<file path="config.mk">
export PLATFORM = sky130hd
export DESIGN_NAME = irq_pending_ctrl
export DESIGN_NICKNAME = d
export VERILOG_FILES = /design/src/rtl/irq_pkg.sv /design/src/rtl/irq_prio_pick.sv /design/src/rtl/irq_pending_ctrl.sv
export SDC_FILE = /design/constraint.sdc
export NUM_CORES = 1
export LEC_CHECK = 0
export ABC_CLOCK_PERIOD_IN_PS = 1300
export CORE_AREA = 2 2 39 41
export CTS_CLUSTER_SIZE = 8
export DETAILED_ROUTE_END_ITERATION = 8
export DIE_AREA = 0 0 41 43
export PLACE_DENSITY = 0.8
export SYNTH_ARGS = -nofsm -noshare
export SYNTH_HDL_FRONTEND = slang
export SYNTH_SLANG_ARGS = --single-unit
</file>
<file path="constraint.sdc">
create_clock -name clk -period 1.3 [get_ports clk]
set_input_delay 0.13 -clock clk [delete_from_list [all_inputs] [get_ports clk]]
set_output_delay 0.13 -clock clk [all_outputs]
set_load 0.005 [all_outputs]
</file>
<file path="src/rtl/irq_pkg.sv">
// -----------------------------------------------------------------------------
// irq_pkg
// Shared definitions for the interrupt-pending controller:
//   NUM_SRC     - number of request sources
//   ID_W        - width of a source index
//   irq_state_t - presentation FSM states
//   id_to_onehot - converts a source index into a one-hot clear vector
// -----------------------------------------------------------------------------
package irq_pkg;

  localparam int NUM_SRC = 3;
  localparam int ID_W    = 2;

  typedef enum logic [0:0] {
    IDLE    = 1'b0,
    PRESENT = 1'b1
  } irq_state_t;

  // Index -> one-hot; an out-of-range index yields no bit so nothing is cleared.
  function automatic logic [NUM_SRC-1:0] id_to_onehot(input logic [ID_W-1:0] id);
    logic [NUM_SRC-1:0] oh;
    oh = 3'b000;
    case (id)
      2'd0:    oh = 3'b001;
      2'd1:    oh = 3'b010;
      2'd2:    oh = 3'b100;
      default: oh = 3'b000;
    endcase
    return oh;
  endfunction

endpackage : irq_pkg

</file>
<file path="src/rtl/irq_prio_pick.sv">
// -----------------------------------------------------------------------------
// irq_prio_pick
// Combinational fixed-priority picker: the lowest set index of cand wins.
// Ports:
//   cand [2:0] in  - candidate sources (pending and unmasked)
//   any        out - at least one candidate is set
//   idx  [1:0] out - index of the winning candidate (0 when any = 0)
// -----------------------------------------------------------------------------
module irq_prio_pick
  import irq_pkg::*;
(
  input  logic [NUM_SRC-1:0] cand,
  output logic               any,
  output logic [ID_W-1:0]    idx
);

  // Priority encode, bit 0 highest.
  always_comb begin
    any = 1'b0;
    idx = 2'd0;
    if (cand[0]) begin
      any = 1'b1;
      idx = 2'd0;
    end else if (cand[1]) begin
      any = 1'b1;
      idx = 2'd1;
    end else if (cand[2]) begin
      any = 1'b1;
      idx = 2'd2;
    end else begin
      any = 1'b0;
      idx = 2'd0;
    end
  end

endmodule : irq_prio_pick

</file>
<file path="src/rtl/irq_pending_ctrl.sv">
// -----------------------------------------------------------------------------
// irq_pending_ctrl
// Captures request events from three sources into a pending register and
// presents the highest-priority unmasked source (bit 0 highest) on a
// registered valid/ack handshake. The acknowledged pending bit is cleared;
// an event arriving for an already pending source raises a sticky lost flag.
// Parameters:
//   EDGE - 1: rising-edge capture of req_in, 0: level capture
// Ports:
//   clk            in  - clock, all state on rising edge
//   rst            in  - asynchronous active-high reset
//   req_in   [2:0] in  - raw request lines
//   mask     [2:0] in  - 1 = source held pending but not presented
//   irq_ack        in  - acknowledge, honoured only while irq_valid = 1
//   lost_clr       in  - clears the lost flags
//   irq_valid      out - an interrupt ID is being presented
//   irq_id   [1:0] out - presented source index
//   pending  [2:0] out - pending register
//   lost     [2:0] out - sticky event-while-pending flags
// -----------------------------------------------------------------------------
module irq_pending_ctrl
  import irq_pkg::*;
#(
  parameter bit EDGE = 1'b1
)(
  input  logic               clk,
  input  logic               rst,
  input  logic [NUM_SRC-1:0] req_in,
  input  logic [NUM_SRC-1:0] mask,
  input  logic               irq_ack,
  input  logic               lost_clr,
  output logic               irq_valid,
  output logic [ID_W-1:0]    irq_id,
  output logic [NUM_SRC-1:0] pending,
  output logic [NUM_SRC-1:0] lost
);

  logic [NUM_SRC-1:0] req_q_r;
  logic [NUM_SRC-1:0] pending_r;
  logic [NUM_SRC-1:0] lost_r;
  irq_state_t         state_r;
  logic               valid_r;
  logic [ID_W-1:0]    id_r;

  logic [NUM_SRC-1:0] ev_s;
  logic               ack_hit_s;
  logic [NUM_SRC-1:0] clr_s;
  logic [NUM_SRC-1:0] pending_nxt_s;
  logic [NUM_SRC-1:0] lost_set_s;
  logic [NUM_SRC-1:0] lost_nxt_s;
  logic [NUM_SRC-1:0] cand_s;
  logic               pick_any_s;
  logic [ID_W-1:0]    pick_idx_s;
  irq_state_t         state_nxt_s;
  logic [ID_W-1:0]    id_nxt_s;

  // Event detection: rising edge against the delayed line, or the raw level.
  generate
    if (EDGE) begin : g_edge
      assign ev_s = req_in & ~req_q_r;
    end else begin : g_level
      assign ev_s = req_in;
    end
  endgenerate

  // An ack only counts while presenting; it clears exactly the presented bit.
  assign ack_hit_s = (state_r == PRESENT) & irq_ack;
  assign cand_s    = pending_r & ~mask;

  irq_prio_pick u_pick (
    .cand (cand_s),
    .any  (pick_any_s),
    .idx  (pick_idx_s)
  );

  // Pending/lost next-state: an event wins over its own clear, and a new
  // lost event wins over lost_clr in the same cycle.
  always_comb begin
    clr_s         = 3'b000;
    pending_nxt_s = pending_r;
    lost_set_s    = 3'b000;
    lost_nxt_s    = lost_r;
    if (ack_hit_s) begin
      clr_s = id_to_onehot(id_r);
    end else begin
      clr_s = 3'b000;
    end
    pending_nxt_s = (pending_r & ~clr_s) | ev_s;
    lost_set_s    = ev_s & pending_r & ~clr_s;
    if (lost_clr) begin
      lost_nxt_s = lost_set_s;
    end else begin
      lost_nxt_s = lost_r | lost_set_s;
    end
  end

  // Presentation FSM next-state: the ID is latched on entry to PRESENT and
  // frozen there, so neither new arrivals nor mask changes disturb it.
  always_comb begin
    state_nxt_s = state_r;
    id_nxt_s    = id_r;
    case (state_r)
      IDLE: begin
        if (pick_any_s) begin
          state_nxt_s = PRESENT;
          id_nxt_s    = pick_idx_s;
        end else begin
          state_nxt_s = IDLE;
        end
      end
      PRESENT: begin
        if (irq_ack) begin
          state_nxt_s = IDLE;
        end else begin
          state_nxt_s = PRESENT;
        end
      end
      default: begin
        state_nxt_s = IDLE;
      end
    endcase
  end

  // State and output registers.
  always_ff @(posedge clk or posedge rst) begin
    if (rst) begin
      req_q_r   <= 3'b000;
      pending_r <= 3'b000;
      lost_r    <= 3'b000;
      state_r   <= IDLE;
      valid_r   <= 1'b0;
      id_r      <= 2'd0;
    end else begin
      req_q_r   <= req_in;
      pending_r <= pending_nxt_s;
      lost_r    <= lost_nxt_s;
      state_r   <= state_nxt_s;
      valid_r   <= (state_nxt_s == PRESENT);
      id_r      <= id_nxt_s;
    end
  end

  assign irq_valid = valid_r;
  assign irq_id    = id_r;
  assign pending   = pending_r;
  assign lost      = lost_r;

endmodule : irq_pending_ctrl

</file>
==> impl_metrics.csv <==
group,metric,value,unit
flow_run,cap_violations,0,
yosys,ys_warn_count,0,
global_route,grt_overflow,0,
global_route,antenna_found_initial,0,
finish,n_antenna_cell,0,
power,irDropWorstVdd,0.977,mV
yosys,synth_area,488,um^2
yosys,yosysTopAreaCell,"dfrtp_1",
yosys,yosys.area_share.adder,0,%
timing,relSlewSlack,71.4,%
yosys,muxShareOfSynthArea,0,%
global_route,track_usage,14.2,%
finish,register_area,303,um^2
clocking,path_clk_slew,0.07,ns
yosys,synth_cell_types,13,
worst_setup_path,rr_worst_depth,3,
floorplanning,die-width,41,um
yosys,synth_seq_cells,12,
clocking,cts_tree,"built",
drt,drc,0,
yosys,synth_top_family_by_area,"compound AO/OA/AOI/OAI gates",
outcome,outcome,"complete, no violations",
finish,multi_input_area,161,um^2
finish,drive_gt1_share,22.4,%
worst_setup_path,cp_cell_sequence,"clkdlybuf4s50_1",
finish,nets,79,
timing,drv_slew,0,
clocking,clkSinkCount,12,
timing,finalClockSkew,0.00595,ns
placed_design,portBuffers,18,
worst_setup_path,crit_arrival,1.12,ns
yosys,synth-simple-area-share,14.1,%
floorplanning,core-area,1380,um^2
placed_design,routabilityCongestion,0.779,
worst_setup_path,crit_path_max_fanout,2,
yosys,avgSynthCellArea,11.9,um^2
yosys,yosysTopAreaCellShare,61.5,%
worst_setup_path,cp_top_family,"buffers and inverters",
clocking,clock-root-buffer,"clkbuf_4",
timing,fmax,798,MHz
timing,finalSetupTns,0,ns
placed_design,dpl.cell_count,75,
drt,wirelength,965,um
placed_design,dp_hpwl,757,um
drt,ant_nets,0,
worst_setup_path,rr_startpoint,"pending[2]",
floorplanning,fp.dieH,43,um
clocking,numCtsBuffers,3,
timing,hold_viol_final,0,
worst_setup_path,crit_buf_inv,1,
clocking,cts_max_level,1,
clocking,clk_latency,0.27,ns
drt,dr.pass1.iters,4,
drt,vias,389,
global_route,grt_pass1_vias,422,
yosys,synth_xor_area_share,0,%
drt,vias_per_cell,4.69,
worst_setup_path,setup.worst_path.end,"irq_id[0]",
yosys,synth_nets,51,
finish,fin_cells,83,
timing,period_minus_slack,1.25,ns
floorplanning,rows,14,
worst_setup_path,crit_required,1.17,ns
timing,finalCritPeriodShare,96.4,%
worst_setup_path,cp-end-kind,"output pin",
clocking,clock_path_buffers,2,
finish,n_fill_cell,141,
drt,drt_iter0_markers,2,
finish,synthToLayoutAreaGrowth,54.6,%
placed_design,place_area,688,um^2
finish,fin_area,754,um^2
worst_setup_path,startpoint_type,"flip-flop",
floorplanning,pin_count,19,
worst_setup_path,worst_path_max_delay_cell,"clkdlybuf4s50_1",
floorplanning,floorplan.initialDensity,35.3,%
yosys,synth_compound_area_share,19.0,%
floorplanning,dieArea,1760,um^2
worst_setup_path,cpPeakStageDelay,0.50,ns
worst_hold_path,hold_class,"in2async",
worst_setup_path,crit_path_start,"irq_id[0]",
yosys,ys_top_cells_by_area,"dfrtp_1, nand2b_1, inv_1, o22ai_1, o31ai_2",
worst_setup_path,regToRegEndpoint,"irq_valid",
clocking,hold_buffers,0,
drt,wl_per_cell,11.6,um
worst_setup_path,critical_path_class,"reg2out",
timing,setup_violations,0,
worst_setup_path,r2r_slack,0.24,ns
worst_setup_path,cp_num_cells,1,
timing,grt_setup_unrepaired,"no",
timing,worst_pin_slew,0.428,ns
power,powerDensity,2000,nW/um^2
power,leakage,0.344,nW
global_route,grt_max_degree,13,
global_route,grt_pass1_wl,1620,um
yosys,synth-seq-area-share,61.5,%
yosys,synth_cells,41,
-- what timing repair did --
item	CTS	global route
endpoints found under the setup margin	6	2
pin swaps	0	0
setup buffers	5	0
gates resized for setup	3	2
hold endpoints to repair	0	0
cloned	0	0
-- state kept, by name, indices dropped and copies added (netlist names) --
signal / flops
req_q_r: 3
irq_id: 2
pending: 3
lost: 3
irq_valid: 1
-- cells by family (layout without fill, tap and decap cells) --
kind of cell / after synthesis / after routing
flip-flops: 12 / 12
AND/OR/NAND/NOR: 12 / 12
AO/OA/AOI/OAI: 10 / 10
buffers and inverters: 7 / 33
-- synthesized netlist by cell type (all sizes together) --
master	number
a211o	1
a21oi	1
dfrtp	12
inv	7
nand2	4
nand2b	5
nor2	2
nor3b	1
o21a	1
o22ai	4
o31ai	3
-- per-stage QoR --
step                      hold WS [ns]  util [%]  total power [W]  setup slack (ns)
after floorplan               -0.00530         -         0.000886             0.302
after global placement           0.454      49.7          0.00118             0.111
after detailed placement         0.465      49.7          0.00121            0.0925
after CTS                        0.167      54.2          0.00153            0.0315
after global routing             0.226      54.5          0.00161           0.00603
final                            0.154      54.5          0.00151            0.0467
-- final cells by class --
class                           count  area share (%)
Multi-Input combinational cell     22            21.4
Tap cell                           16            2.65
Timing Repair Buffer               23            29.4
Clock buffer                        3            2.99
Inverter                            7            3.48
Sequential cell                    12            40.1
-- worst reg2reg max path: stages (launching register included) --
cell     delay [ns]
dfrtp_1        0.38
buf_4          0.14
nor3b_2        0.16
a211o_1        0.27
-- where the power goes --
group          internal (W)  switching, W
registers          0.000498     0.0000820
logic              0.000419      0.000285
clock network      0.000107      0.000116
-- per-layer routing --
layer  up-vias  track usage (%)  wire length (um)  share of wire, %
li1        188                -                 -                 -
met1       186             15.2               387                40
met2        13             22.8               523                54
met3         2             3.14                50               5.2
met4         0             10.0                 4              0.41
met5         -                0                 0                 0
-- how the worst min path moves through the flow --
stage               from         end  slack (ns)  depth (start not counted)
finish               rst  req_q_r[0]        0.15                          2
global route         rst  pending[0]        0.23                          2
CTS                  rst  req_q_r[0]        0.17                          2
detailed placement   rst  req_q_r[0]        0.47                          2
global placement     rst  req_q_r[0]        0.45                          2
floorplan            rst   irq_id[0]      -0.005                          1
-- layout by cell type, fill, tap and decap left out, types with 2 or more instances in the layout --
| master | synthesis | routed |
|---|---|---|
| buf_4 | 0 | 5 |
| clkbuf_4 | 0 | 3 |
| clkdlybuf4s50_1 | 0 | 15 |
| dfrtp_1 | 12 | 10 |
| dfrtp_2 | 0 | 2 |
| dlymetal6s2s_1 | 0 | 2 |
| inv_1 | 7 | 7 |
| nand2_1 | 3 | 3 |
| nand2b_1 | 5 | 5 |
| nor2_1 | 2 | 2 |
| o22ai_1 | 4 | 4 |
| o31ai_2 | 2 | 2 |
No activity file was read; power rests on OpenSTA's default activity.
